==> src/rtl/alu_issue_seq_if.sv <==
// ---------------------------------------------------------------------------
// alu_issue_seq_if
//   Bundles every non-clock/reset signal of the ALU issue sequencer.
//
//   Channels:
//     instr_*  : instruction offer (valid/ready) plus the RV32I word.
//     alu_*    : ALU drive (func/a/b) and the combinational result (alu_out).
//     rsp_*    : completion response (valid/ready) with rd/value/illegal.
//     dbg_*    : register-file debug read port.
//
//   Modports:
//     master : the sequencer (drives ready, ALU operands, responses).
//     slave  : the environment (fetch buffer, ALU, response consumer).
// ---------------------------------------------------------------------------
interface alu_issue_seq_if #(
  parameter int XLEN = 32
);
  logic            instr_valid;
  logic            instr_ready;
  logic [31:0]     instr;
  logic [4:0]      alu_func;
  logic [XLEN-1:0] alu_a;
  logic [XLEN-1:0] alu_b;
  logic [XLEN-1:0] alu_out;
  logic            rsp_valid;
  logic            rsp_ready;
  logic [4:0]      rsp_rd;
  logic [XLEN-1:0] rsp_value;
  logic            rsp_illegal;
  logic [4:0]      dbg_addr;
  logic [XLEN-1:0] dbg_data;

  modport master (
    input  instr_valid, instr, alu_out, rsp_ready, dbg_addr,
    output instr_ready, alu_func, alu_a, alu_b,
           rsp_valid, rsp_rd, rsp_value, rsp_illegal, dbg_data
  );

  modport slave (
    output instr_valid, instr, alu_out, rsp_ready, dbg_addr,
    input  instr_ready, alu_func, alu_a, alu_b,
           rsp_valid, rsp_rd, rsp_value, rsp_illegal, dbg_data
  );
endinterface

==> src/rtl/alu_issue_seq.sv <==
// ---------------------------------------------------------------------------
// alu_issue_seq
//   Sequential issue/writeback controller for RV32I OP, OP-IMM and LUI.
//   Accepts one instruction, decodes it and reads its operands from an
//   internal register file. It then drives the external combinational ALU
//   for one cycle, writes the result back to rd and reports completion on
//   a valid/ready response channel.
//
//   Ports:
//     clk    : clock, rising edge.
//     rst_n  : asynchronous active-low reset.
//     bus    : alu_issue_seq_if.master (instr, ALU, response and debug).
//
//   Flow: IDLE --accept legal--> EXEC --1 cycle--> RESP --rsp handshake--> IDLE
//         IDLE --accept illegal--> RESP
// ---------------------------------------------------------------------------
module alu_issue_seq #(
  parameter int XLEN  = 32,
  parameter int NREGS = 32
) (
  input  logic           clk,
  input  logic           rst_n,
  alu_issue_seq_if.master bus
);

  localparam logic [1:0] ST_IDLE = 2'd0;
  localparam logic [1:0] ST_EXEC = 2'd1;
  localparam logic [1:0] ST_RESP = 2'd2;

  localparam logic [4:0] FN_NOP  = 5'd0;
  localparam logic [4:0] FN_ADD  = 5'd1;
  localparam logic [4:0] FN_SUB  = 5'd2;
  localparam logic [4:0] FN_AND  = 5'd3;
  localparam logic [4:0] FN_OR   = 5'd4;
  localparam logic [4:0] FN_XOR  = 5'd5;
  localparam logic [4:0] FN_SLL  = 5'd6;
  localparam logic [4:0] FN_SRL  = 5'd7;
  localparam logic [4:0] FN_SRA  = 5'd8;
  localparam logic [4:0] FN_SLT  = 5'd9;
  localparam logic [4:0] FN_SLTU = 5'd10;

  localparam logic [6:0] OPC_OP    = 7'b0110011;
  localparam logic [6:0] OPC_OPIMM = 7'b0010011;
  localparam logic [6:0] OPC_LUI   = 7'b0110111;

  localparam logic [6:0] F7_BASE = 7'b0000000;
  localparam logic [6:0] F7_ALT  = 7'b0100000;

  // -------------------------------------------------------------------------
  // State
  // -------------------------------------------------------------------------
  logic [1:0]      state_reg, state_next;
  logic [4:0]      func_reg;
  logic [XLEN-1:0] a_reg;
  logic [XLEN-1:0] b_reg;
  logic [4:0]      rsp_rd_reg;
  logic [XLEN-1:0] rsp_value_reg;
  logic            rsp_illegal_reg;

  // -------------------------------------------------------------------------
  // Instruction fields
  // -------------------------------------------------------------------------
  logic [6:0] opcode;
  logic [4:0] rd;
  logic [2:0] f3;
  logic [4:0] rs1;
  logic [4:0] rs2;
  logic [6:0] f7;

  assign opcode = bus.instr[6:0];
  assign rd     = bus.instr[11:7];
  assign f3     = bus.instr[14:12];
  assign rs1    = bus.instr[19:15];
  assign rs2    = bus.instr[24:20];
  assign f7     = bus.instr[31:25];

  // -------------------------------------------------------------------------
  // Register file: x0 is a constant, x1..x31 are individually reset so an
  // async reset clears the whole architectural state at once.
  // -------------------------------------------------------------------------
  logic [XLEN-1:0] rf_q [NREGS];
  logic            wr_en;

  // Writeback happens on the EXEC edge; rd=0 is dropped here as well as by
  // x0 having no storage.
  assign wr_en = (state_reg == ST_EXEC) && (rsp_rd_reg != 5'd0);

  genvar gi;
  generate
    for (gi = 0; gi < NREGS; gi++) begin : g_rf
      if (gi == 0) begin : g_zero
        assign rf_q[gi] = '0;
      end else begin : g_reg
        localparam logic [4:0] IDX = 5'(gi);
        logic [XLEN-1:0] q_reg;

        always_ff @(posedge clk or negedge rst_n) begin
          if (!rst_n) begin
            q_reg <= '0;
          end else if (wr_en && (rsp_rd_reg == IDX)) begin
            q_reg <= bus.alu_out;
          end
        end

        assign rf_q[gi] = q_reg;
      end
    end
  endgenerate

  logic [XLEN-1:0] rs1_val;
  logic [XLEN-1:0] rs2_val;

  assign rs1_val      = rf_q[rs1];
  assign rs2_val      = rf_q[rs2];
  assign bus.dbg_data = rf_q[bus.dbg_addr];

  // -------------------------------------------------------------------------
  // Decode
  // -------------------------------------------------------------------------
  // base_func is the funct7=0000000 meaning of each funct3; alt_func is the
  // funct7=0100000 variant, which only exists for f3=000 (SUB) and 101 (SRA).
  logic [4:0] base_func;
  logic [4:0] alt_func;
  logic       alt_ok;

  always_comb begin
    base_func = FN_NOP;
    alt_func  = FN_NOP;
    alt_ok    = 1'b0;
    case (f3)
      3'b000: begin base_func = FN_ADD;  alt_func = FN_SUB; alt_ok = 1'b1; end
      3'b001:       base_func = FN_SLL;
      3'b010:       base_func = FN_SLT;
      3'b011:       base_func = FN_SLTU;
      3'b100:       base_func = FN_XOR;
      3'b101: begin base_func = FN_SRL;  alt_func = FN_SRA; alt_ok = 1'b1; end
      3'b110:       base_func = FN_OR;
      default:      base_func = FN_AND;
    endcase
  end

  logic [4:0]      dec_func;
  logic [XLEN-1:0] dec_a;
  logic [XLEN-1:0] dec_b;
  logic            dec_legal;
  logic            is_shift;

  assign is_shift = (f3 == 3'b001) || (f3 == 3'b101);

  always_comb begin
    dec_func  = FN_NOP;
    dec_a     = '0;
    dec_b     = '0;
    dec_legal = 1'b0;
    case (opcode)
      OPC_OP: begin
        dec_a = rs1_val;
        dec_b = rs2_val;
        if (f7 == F7_BASE) begin
          dec_func  = base_func;
          dec_legal = 1'b1;
        end else if ((f7 == F7_ALT) && alt_ok) begin
          dec_func  = alt_func;
          dec_legal = 1'b1;
        end
      end
      OPC_OPIMM: begin
        dec_a = rs1_val;
        if (is_shift) begin
          // Shift amount is unsigned; upper immediate bits are funct7.
          dec_b = {{(XLEN-5){1'b0}}, bus.instr[24:20]};
          if (f7 == F7_BASE) begin
            dec_func  = base_func;
            dec_legal = 1'b1;
          end else if ((f7 == F7_ALT) && (f3 == 3'b101)) begin
            dec_func  = FN_SRA;
            dec_legal = 1'b1;
          end
        end else begin
          // No SUBI: f3=000 is always ADD regardless of immediate bits.
          dec_b     = {{(XLEN-12){bus.instr[31]}}, bus.instr[31:20]};
          dec_func  = base_func;
          dec_legal = 1'b1;
        end
      end
      OPC_LUI: begin
        dec_func  = FN_ADD;
        dec_a     = '0;
        dec_b     = {bus.instr[31:12], 12'b0};
        dec_legal = 1'b1;
      end
      default: ;
    endcase
  end

  // -------------------------------------------------------------------------
  // Control
  // -------------------------------------------------------------------------
  logic accept;
  logic rsp_fire;

  assign accept   = (state_reg == ST_IDLE) && bus.instr_valid;
  assign rsp_fire = (state_reg == ST_RESP) && bus.rsp_ready;

  always_comb begin
    state_next = state_reg;
    case (state_reg)
      ST_IDLE: if (accept) state_next = dec_legal ? ST_EXEC : ST_RESP;
      ST_EXEC: state_next = ST_RESP;
      ST_RESP: if (rsp_fire) state_next = ST_IDLE;
      default: state_next = ST_IDLE;
    endcase
  end

  always_ff @(posedge clk or negedge rst_n) begin
    if (!rst_n) begin
      state_reg       <= ST_IDLE;
      func_reg        <= FN_NOP;
      a_reg           <= '0;
      b_reg           <= '0;
      rsp_rd_reg      <= '0;
      rsp_value_reg   <= '0;
      rsp_illegal_reg <= 1'b0;
    end else begin
      state_reg <= state_next;
      case (state_reg)
        ST_IDLE: begin
          if (accept) begin
            rsp_rd_reg      <= rd;
            rsp_value_reg   <= '0;
            rsp_illegal_reg <= !dec_legal;
            func_reg        <= dec_legal ? dec_func : FN_NOP;
            a_reg           <= dec_legal ? dec_a : '0;
            b_reg           <= dec_legal ? dec_b : '0;
          end
        end
        ST_EXEC: rsp_value_reg <= bus.alu_out;
        default: ;
      endcase
    end
  end

  // -------------------------------------------------------------------------
  // Outputs: ALU operands are only presented during EXEC.
  // -------------------------------------------------------------------------
  logic in_exec;
  assign in_exec = (state_reg == ST_EXEC);

  assign bus.instr_ready = (state_reg == ST_IDLE);
  assign bus.alu_func    = in_exec ? func_reg : FN_NOP;
  assign bus.alu_a       = in_exec ? a_reg : '0;
  assign bus.alu_b       = in_exec ? b_reg : '0;
  assign bus.rsp_valid   = (state_reg == ST_RESP);
  assign bus.rsp_rd      = rsp_rd_reg;
  assign bus.rsp_value   = rsp_value_reg;
  assign bus.rsp_illegal = rsp_illegal_reg;

endmodule

==> src/flat_wrapper.sv <==
// flat-port wrapper written by rule: the top's interface ports become plain ports
module alu_issue_seq_flat 
#(
  parameter int XLEN  = 32,
  parameter int NREGS = 32
)
  (clk, rst_n, bus_instr_valid, bus_instr, bus_alu_out, bus_rsp_ready, bus_dbg_addr, bus_instr_ready, bus_alu_func, bus_alu_a, bus_alu_b, bus_rsp_valid, bus_rsp_rd, bus_rsp_value, bus_rsp_illegal, bus_dbg_data);
  alu_issue_seq_if #(.XLEN(XLEN)) bus_i ();
  input  logic clk;
  input  logic rst_n;
  input wire logic [$bits(bus_i.instr_valid)-1:0] bus_instr_valid;
  input wire logic [$bits(bus_i.instr)-1:0] bus_instr;
  input wire logic [$bits(bus_i.alu_out)-1:0] bus_alu_out;
  input wire logic [$bits(bus_i.rsp_ready)-1:0] bus_rsp_ready;
  input wire logic [$bits(bus_i.dbg_addr)-1:0] bus_dbg_addr;
  output wire logic [$bits(bus_i.instr_ready)-1:0] bus_instr_ready;
  output wire logic [$bits(bus_i.alu_func)-1:0] bus_alu_func;
  output wire logic [$bits(bus_i.alu_a)-1:0] bus_alu_a;
  output wire logic [$bits(bus_i.alu_b)-1:0] bus_alu_b;
  output wire logic [$bits(bus_i.rsp_valid)-1:0] bus_rsp_valid;
  output wire logic [$bits(bus_i.rsp_rd)-1:0] bus_rsp_rd;
  output wire logic [$bits(bus_i.rsp_value)-1:0] bus_rsp_value;
  output wire logic [$bits(bus_i.rsp_illegal)-1:0] bus_rsp_illegal;
  output wire logic [$bits(bus_i.dbg_data)-1:0] bus_dbg_data;
  assign bus_i.instr_valid = bus_instr_valid;
  assign bus_i.instr = bus_instr;
  assign bus_i.alu_out = bus_alu_out;
  assign bus_i.rsp_ready = bus_rsp_ready;
  assign bus_i.dbg_addr = bus_dbg_addr;
  assign bus_instr_ready = bus_i.instr_ready;
  assign bus_alu_func = bus_i.alu_func;
  assign bus_alu_a = bus_i.alu_a;
  assign bus_alu_b = bus_i.alu_b;
  assign bus_rsp_valid = bus_i.rsp_valid;
  assign bus_rsp_rd = bus_i.rsp_rd;
  assign bus_rsp_value = bus_i.rsp_value;
  assign bus_rsp_illegal = bus_i.rsp_illegal;
  assign bus_dbg_data = bus_i.dbg_data;
  alu_issue_seq #(.XLEN(XLEN), .NREGS(NREGS)) u_core (.clk(clk), .rst_n(rst_n), .bus(bus_i));
endmodule
==> config.mk <==
export PLATFORM = sky130hd
export DESIGN_NAME = alu_issue_seq_flat
export DESIGN_NICKNAME = d
export VERILOG_FILES = /design/src/rtl/alu_issue_seq_if.sv /design/src/rtl/alu_issue_seq.sv /design/src/flat_wrapper.sv
export SDC_FILE = /design/constraint.sdc
export NUM_CORES = 2
export LEC_CHECK = 0
export ABC_AREA = 0
export ABC_CLOCK_PERIOD_IN_PS = 4400
export CAP_MARGIN = 20
export CORE_ASPECT_RATIO = 1.1
export CORE_UTILIZATION = 40
export CTS_BUF_LIST = sky130_fd_sc_hd__clkbuf_2
export CTS_CLUSTER_SIZE = 40
export DETAILED_ROUTE_END_ITERATION = 6
export PLACE_DENSITY = 0.57
export SLEW_MARGIN = 20
export SYNTH_ARGS = -nofsm -noshare
export SYNTH_HDL_FRONTEND = slang
export SYNTH_SLANG_ARGS = --single-unit
==> constraint.sdc <==
create_clock -name clk -period 4.4 [get_ports clk]
set_input_delay 0.88 -clock clk [delete_from_list [all_inputs] [get_ports clk]]
set_output_delay 0.88 -clock clk [all_outputs]
set_load 0.01 [all_outputs]
; ---- Yosys cells after proc, flatten, opt, wreduce, memory -nomap -nowiden
; Cells that the tools add are included.
[classes]
n_lt_le_gt_ge = 3
eq_ne = 45
muxes = 39
n_bitwise = 3
reduce_logical = 48
[op_table]
columns = operator, n
row1 = 32-bit binary-select mux with 5-bit select, 3
row2 = 32-bit 2-to-1 mux, 13
row3 = 32-bit one-hot mux with 3 select lines, 1
row4 = "5-bit == test, second input constant", 16
row5 = 32-bit one-hot mux with 2 select lines, 1
row6 = "5-bit by 4-bit == test with 1-bit output, second input constant", 8
row7 = 1-bit logical AND, 36
row8 = 4-bit one-hot mux with 7 select lines, 1
row9 = 5-bit 2-to-1 mux, 5
row10 = "7-bit by 6-bit == test with 1-bit output, second input constant", 3
row11 = "5-bit by 3-bit == test with 1-bit output, second input constant", 4
row12 = "6-bit greater-or-equal comparator, second input constant", 3
row13 = 5-bit NOT with 6-bit output, 3
row14 = 5-bit one-hot mux with 3 select lines, 1
row15 = "5-bit by 2-bit == test with 1-bit output, second input constant", 2
row16 = "3-bit == test, second input constant", 3
row17 = 4-bit 2-to-1 mux, 2
row18 = 4-bit one-hot mux with 2 select lines, 1
row19 = "7-bit by 5-bit == test with 1-bit output, second input constant", 1
row20 = 7-bit logical NOT, 1
row21 = "3-bit by 2-bit == test with 1-bit output, second input constant", 2
row22 = 1-bit 2-to-1 mux, 6
row23 = 2-bit 2-to-1 mux, 3
row24 = 2-bit one-hot mux with 3 select lines, 1
row25 = 14 further kinds, 18
[word_totals]
reg_bits = 1101
elab_cells = 176

; ---- Logic depth before layout (Yosys ltp)
[depth]
ltp_word = 10
mapped_depth = 11

; ---- Worst setup path after synthesis
; Ideal clock, no wire load.
[synth_path]
path_type = input -> output
from = input bus_dbg_addr[0]
to = output bus_dbg_data[0]
arrival_ns = 3.173
required_ns = 3.520
path_slack_ns = 0.347
path_stages = 6
n_path_buf = 3
path_cell_list = clkbuf_1 -> clkbuf_1 -> buf_1 -> mux4_2 -> mux4_2 -> mux2_2
[synth_between]
elab_chain_len = 4
[synth_lines]
columns = item, line
row1 = from (decl), flat_wrapper.sv:15  ; input wire logic [$bits(bus_i.dbg_addr)-1:0] bus_dbg_addr;
row2 = 5-bit NOT with 6-bit output (not written as such), alu_issue_seq.sv:115  ; assign bus.dbg_data = rf_q[bus.dbg_addr];
row3 = 32-bit binary-select mux with 5-bit select, alu_issue_seq.sv:115
row4 = 32-bit 2-to-1 mux (not written as such) (2 in a row), alu_issue_seq.sv:115
row5 = to (decl), flat_wrapper.sv:24  ; output wire logic [$bits(bus_i.dbg_data)-1:0] bus_dbg_data;
; Every way passes these cells. The select of a mux whose other input is x is not followed.

; ---- Worst setup path in the final report
[layout_path]
from = register u_core.g_rf[11].g_reg.q_reg[5]
to = output bus_dbg_data[5]
[layout_between]
elab_chain_len = 3
[layout_lines]
columns = item, line
row1 = from (decl), alu_issue_seq.sv:95  ; logic [XLEN-1:0] q_reg;
row2 = from (signal assigned), alu_issue_seq.sv:101  ; q_reg <= bus.alu_out;
row3 = 32-bit binary-select mux with 5-bit select, alu_issue_seq.sv:115
row4 = 32-bit 2-to-1 mux (not written as such) (2 in a row), alu_issue_seq.sv:115
; Every way passes these cells. The select of a mux whose other input is x is not followed.

==> run_results.csv <==
group,metric,value,unit
run_status,status,"finished with violations",
run_status,violations,"negative setup slack",
critical_path,worst-endpoint-required,3.52,ns
clock_network,clock_tree_from_tritoncts,"yes",
place,number_of_input_and_output_port_buffers_inserted,212,
critical_path,crit_path_cell_trace,"mux4_2, mux4_2, mux2_4, buf_6",
synth,synth-seq-cells,1100,
clock_network,ctsRootBufferMaster,"clkbuf_2",
global_routing,grt_start_max_net_pins,91,
sta,finalHoldViolations,0,
pwr,internal_power,14.87,mW
sta,final-max-slew-violation-count,0,
place,finalWeightedCongestion,0.8423,
global_routing,first_global_vias,47230,
sta,final.setup.worst_slack,-0.2121,ns
sta,post_route_clock_skew,0.1618,ns
synth,synthCells,4306,
synth,synth_sequential_area_ratio,42.09,%
critical_path,r2r_cells,5,
sta,worstMarginPinSlew,1.290,ns
synth,syn-cell-area,65410,sq um
critical_path,crit_cells,4,
global_routing,gr-usage-all-layers,28.96,%
global_routing,grt_first_pass_wirelength,344.3,mm
global_routing,grt_util_met2,43.73,%
sta,layout_min_cycle_time,4.612,ns
die,floorplan.die_area,165100,sq um
synth,synth-main-ff-cell,"dfrtp_1",
die,floorplan.rows,155,
global_routing,grtUsageMet1,39.90,%
routing,first_pass_iters,6,
clock_network,clkTransAtPathRegs,0.11,ns
routing,drtAntennaViolNets,0,
synth,number_of_flops_mapped_to_enable_cells_by_yosys,0,
routing,drc_errors,0,
cells_and_area,syn2layout_area_growth,15.79,%
cells_and_area,largest_register_ffs,992,
global_routing,grt_peak_use_layer,"met2",
clock_network,cts_buffers,317,
clock_network,max-clock-path-buffers,4,
routing,post_drt_wl_per_cell,33.27,um
worst_hold_path,min_delay_path_depth,4,
critical_path,worstSetupEndpointType,"output port",
pwr,powerDensity,286.5,nW/um^2
synth,unique_masters_post_synth,54,
critical_path,crit_family,"multiplexers",
routing,drtIter0Drc,4378,
pwr,total_switching_power,6.833,mW
global_routing,grt_overflow_total,0,
synth,yosys_warnings,0,
cells_and_area,final_nets,4874,
die,die_height,426.1,um
synth,post-synth-top-count-cell,"mux2_2",
cells_and_area,layout-drive-gt1-share,58.96,%
sta,setup_viol_count_final,32,
synth,synthArstFlopShare,100.0,%
critical_path,critical_path.startpoint_type,"flip-flop",
synth,netlist.area_leader.share,42.09,%
synth,synth.net_count,4379,
synth,leading_post_synthesis_cells_by_instance_count,"1118 x mux2_2, 1100 x dfrtp_1, 797 x mux4_2",
routing,drt_wl_total,237.2,mm
die,design.core.area,162300,sq um
pwr,comb_power_share,16.5,%
routing,viasPerCell,6.406,
pwr,power.share.sequential,49.7,%
clock_network,worst_skew_pair.late_latency,1.81,ns
die,floorplan.initialDensity,40.29,%
sta,worst_slew_margin_rel,13.99,%
die,floorplan.io_pins,214,
critical_path,worstPathArrival,3.73,ns
global_routing,grt_antenna_before_repair,13,
run,timing.max_cap.violations,0,
worst_hold_path,hp-class,"primary input to flip-flop",
global_routing,use_met3,7.969,%
pwr,sw_frac_of_total,31.49,%
critical_path,worst_path_max_delay_cell,"mux4_2",
pwr,total_power,21.70,mW
critical_path,critical_path_peak_fanout,4,
sta,fmax,216.8,MHz
pwr,p_clk_share,33.8,%
pwr,p_leak,32.80,nW
routing,vias,45680,
critical_path,ff2ff_setup_slack,1.16,ns
die,die_x,387.6,um
critical_path,path_buf_inv,1,
critical_path,cell_occurring_most_often_along_the_worst_timing_path,"mux4_2",
clock_network,htree_num_levels,5,
synth,synth_top_area_cell,"dfrtp_1",
sta,rsz_0062_raised_after_global_routing,"true",
clock_network,number_of_sinks_on_the_clock_net,1100,
critical_path,path_class,"flip-flop to output port",
synth,syn_avg_cell_area,15.19,sq um
sta,fin_crit_sh,104.8,%
cells_and_area,stdcell_count,7131,
place,place.detailed.instances,6420,
place,detailed_place_hpwl,143.5,mm
critical_path,max_stage_delay,0.58,ns
pwr,vdd_drop_max,207.2,uV
synth,synth.area.top_cells,"dfrtp_1 42%, mux4_2 27%, mux2_2 19%, mux2i_1 2.0%, clkbuf_1 1.9%",
## worst reg2reg max path, stage by stage (launching register included)
cell	delay, ns
dfrtp_1	0.62
nor2b_1	0.51
nand3_1	0.35
nor2_4	0.96
buf_12	0.27
mux2_2	0.38
## per-stage QoR
step           util [%]  cell area, sq um  setup slack [ns]  hold slack (ns)  TNS [ns]
6_report          46.66             75740           -0.2121           0.2006    -3.663
3_3_place_gp      44.04             71490           0.05886           0.4638         0
5_1_grt           46.65             75720           -0.3671           0.1361    -8.259
4_1_cts           46.36             75250           -0.3863         0.003618    -10.19
3_5_place_dp      44.02             71460           0.05181           0.4682         0
2_1_floorplan         -             65410            0.3468           0.4304         0
## logic make-up (layout without fill, tap and decap cells)
family / after synthesis / count (layout) / share of synthesized area (%)
simple gates: 347 / 348 / 2.485
buf+inv: 497 / 1193 / 2.992
other cells: 1 / 10 / 0.005733
flops: 1100 / 1100 / 42.09
compound gates: 315 / 315 / 3.730
mux: 2046 / 2046 / 48.70
## power groups by stage
stage | Sequential [mW] | Clock [mW] | Combinational [mW]
2_1_floorplan | 10.8 | 0 | 2.10
3_3_place_gp | 11.0 | 0 | 3.44
3_5_place_dp | 11.0 | 0 | 3.46
4_1_cts | 10.8 | 7.58 | 3.58
5_1_grt | 10.8 | 8.09 | 3.79
6_report | 10.8 | 7.34 | 3.58
## per-layer routing
layer	wire length, um	share of wire [%]
met1	100400	42
met2	107800	45
met3	20580	8.7
met4	8383	3.5
met5	28	0.012
## final timing paths
check                                               start                              to
min reg2reg                              u_core.a_reg[18]                u_core.a_reg[18]
min                                         bus_instr[11]            u_core.bus.rsp_rd[4]
max in group asynchronous                           rst_n  u_core.g_rf[30].g_reg.q_reg[9]
max reg2reg                          u_core.bus.rsp_rd[3]  u_core.g_rf[27].g_reg.q_reg[0]
min in group asynchronous                           rst_n  u_core.g_rf[2].g_reg.q_reg[22]
max                        u_core.g_rf[11].g_reg.q_reg[5]                 bus_dbg_data[5]
## layout by cell type, fill, tap and decap left out, types with 7 or more instances in the layout
cell,instances
o22ai_1,32
clkinv_1,55
buf_12,78
dlygate4sd3_1,52
clkinv_2,8
nand2_2,9
mux4_2,797
buf_4,317
nand3_1,13
nor3_1,7
mux2_4,34
nand2_1,122
o21ai_1,31
nor2b_4,7
nor2_4,10
clkdlybuf4s50_1,82
mux2_2,1084
and2_1,62
buf_2,34
o21ai_0,18
a21oi_1,26
a311oi_2,17
o311ai_0,21
a22o_1,96
clkbuf_2,452
buf_8,11
dlygate4sd2_1,39
dfrtp_1,1098
clkdlybuf4s15_2,10
a211oi_1,12
buf_6,37
mux2i_1,128
diode_2,9
a221oi_1,12
nor2_1,73
a22oi_1,30
## repair_timing
action / 4_1_cts / 5_1_grt
endpoints found under the hold margin: 1420 / 456
hold buffers: 38 / 15
gates resized for setup: 356 / 2
setup endpoints to repair: 100 / 33
buffers inserted: 77 / 45
pin swaps: 1 / 0
cloned: 4 / 1
## layout make-up
class | instances | area [sq um]
antenna | 9 | 22.52
multi-input combinational | 2710 | 36320
timing repair buffer | 666 | 6656
clock buffer | 452 | 2262
fill | 14340 | 86590
tap | 2119 | 2651
inverter | 6 | 27.53
clock inverter | 69 | 269.0
sequential | 1100 | 27530
Power figures use the tool's default switching activity.
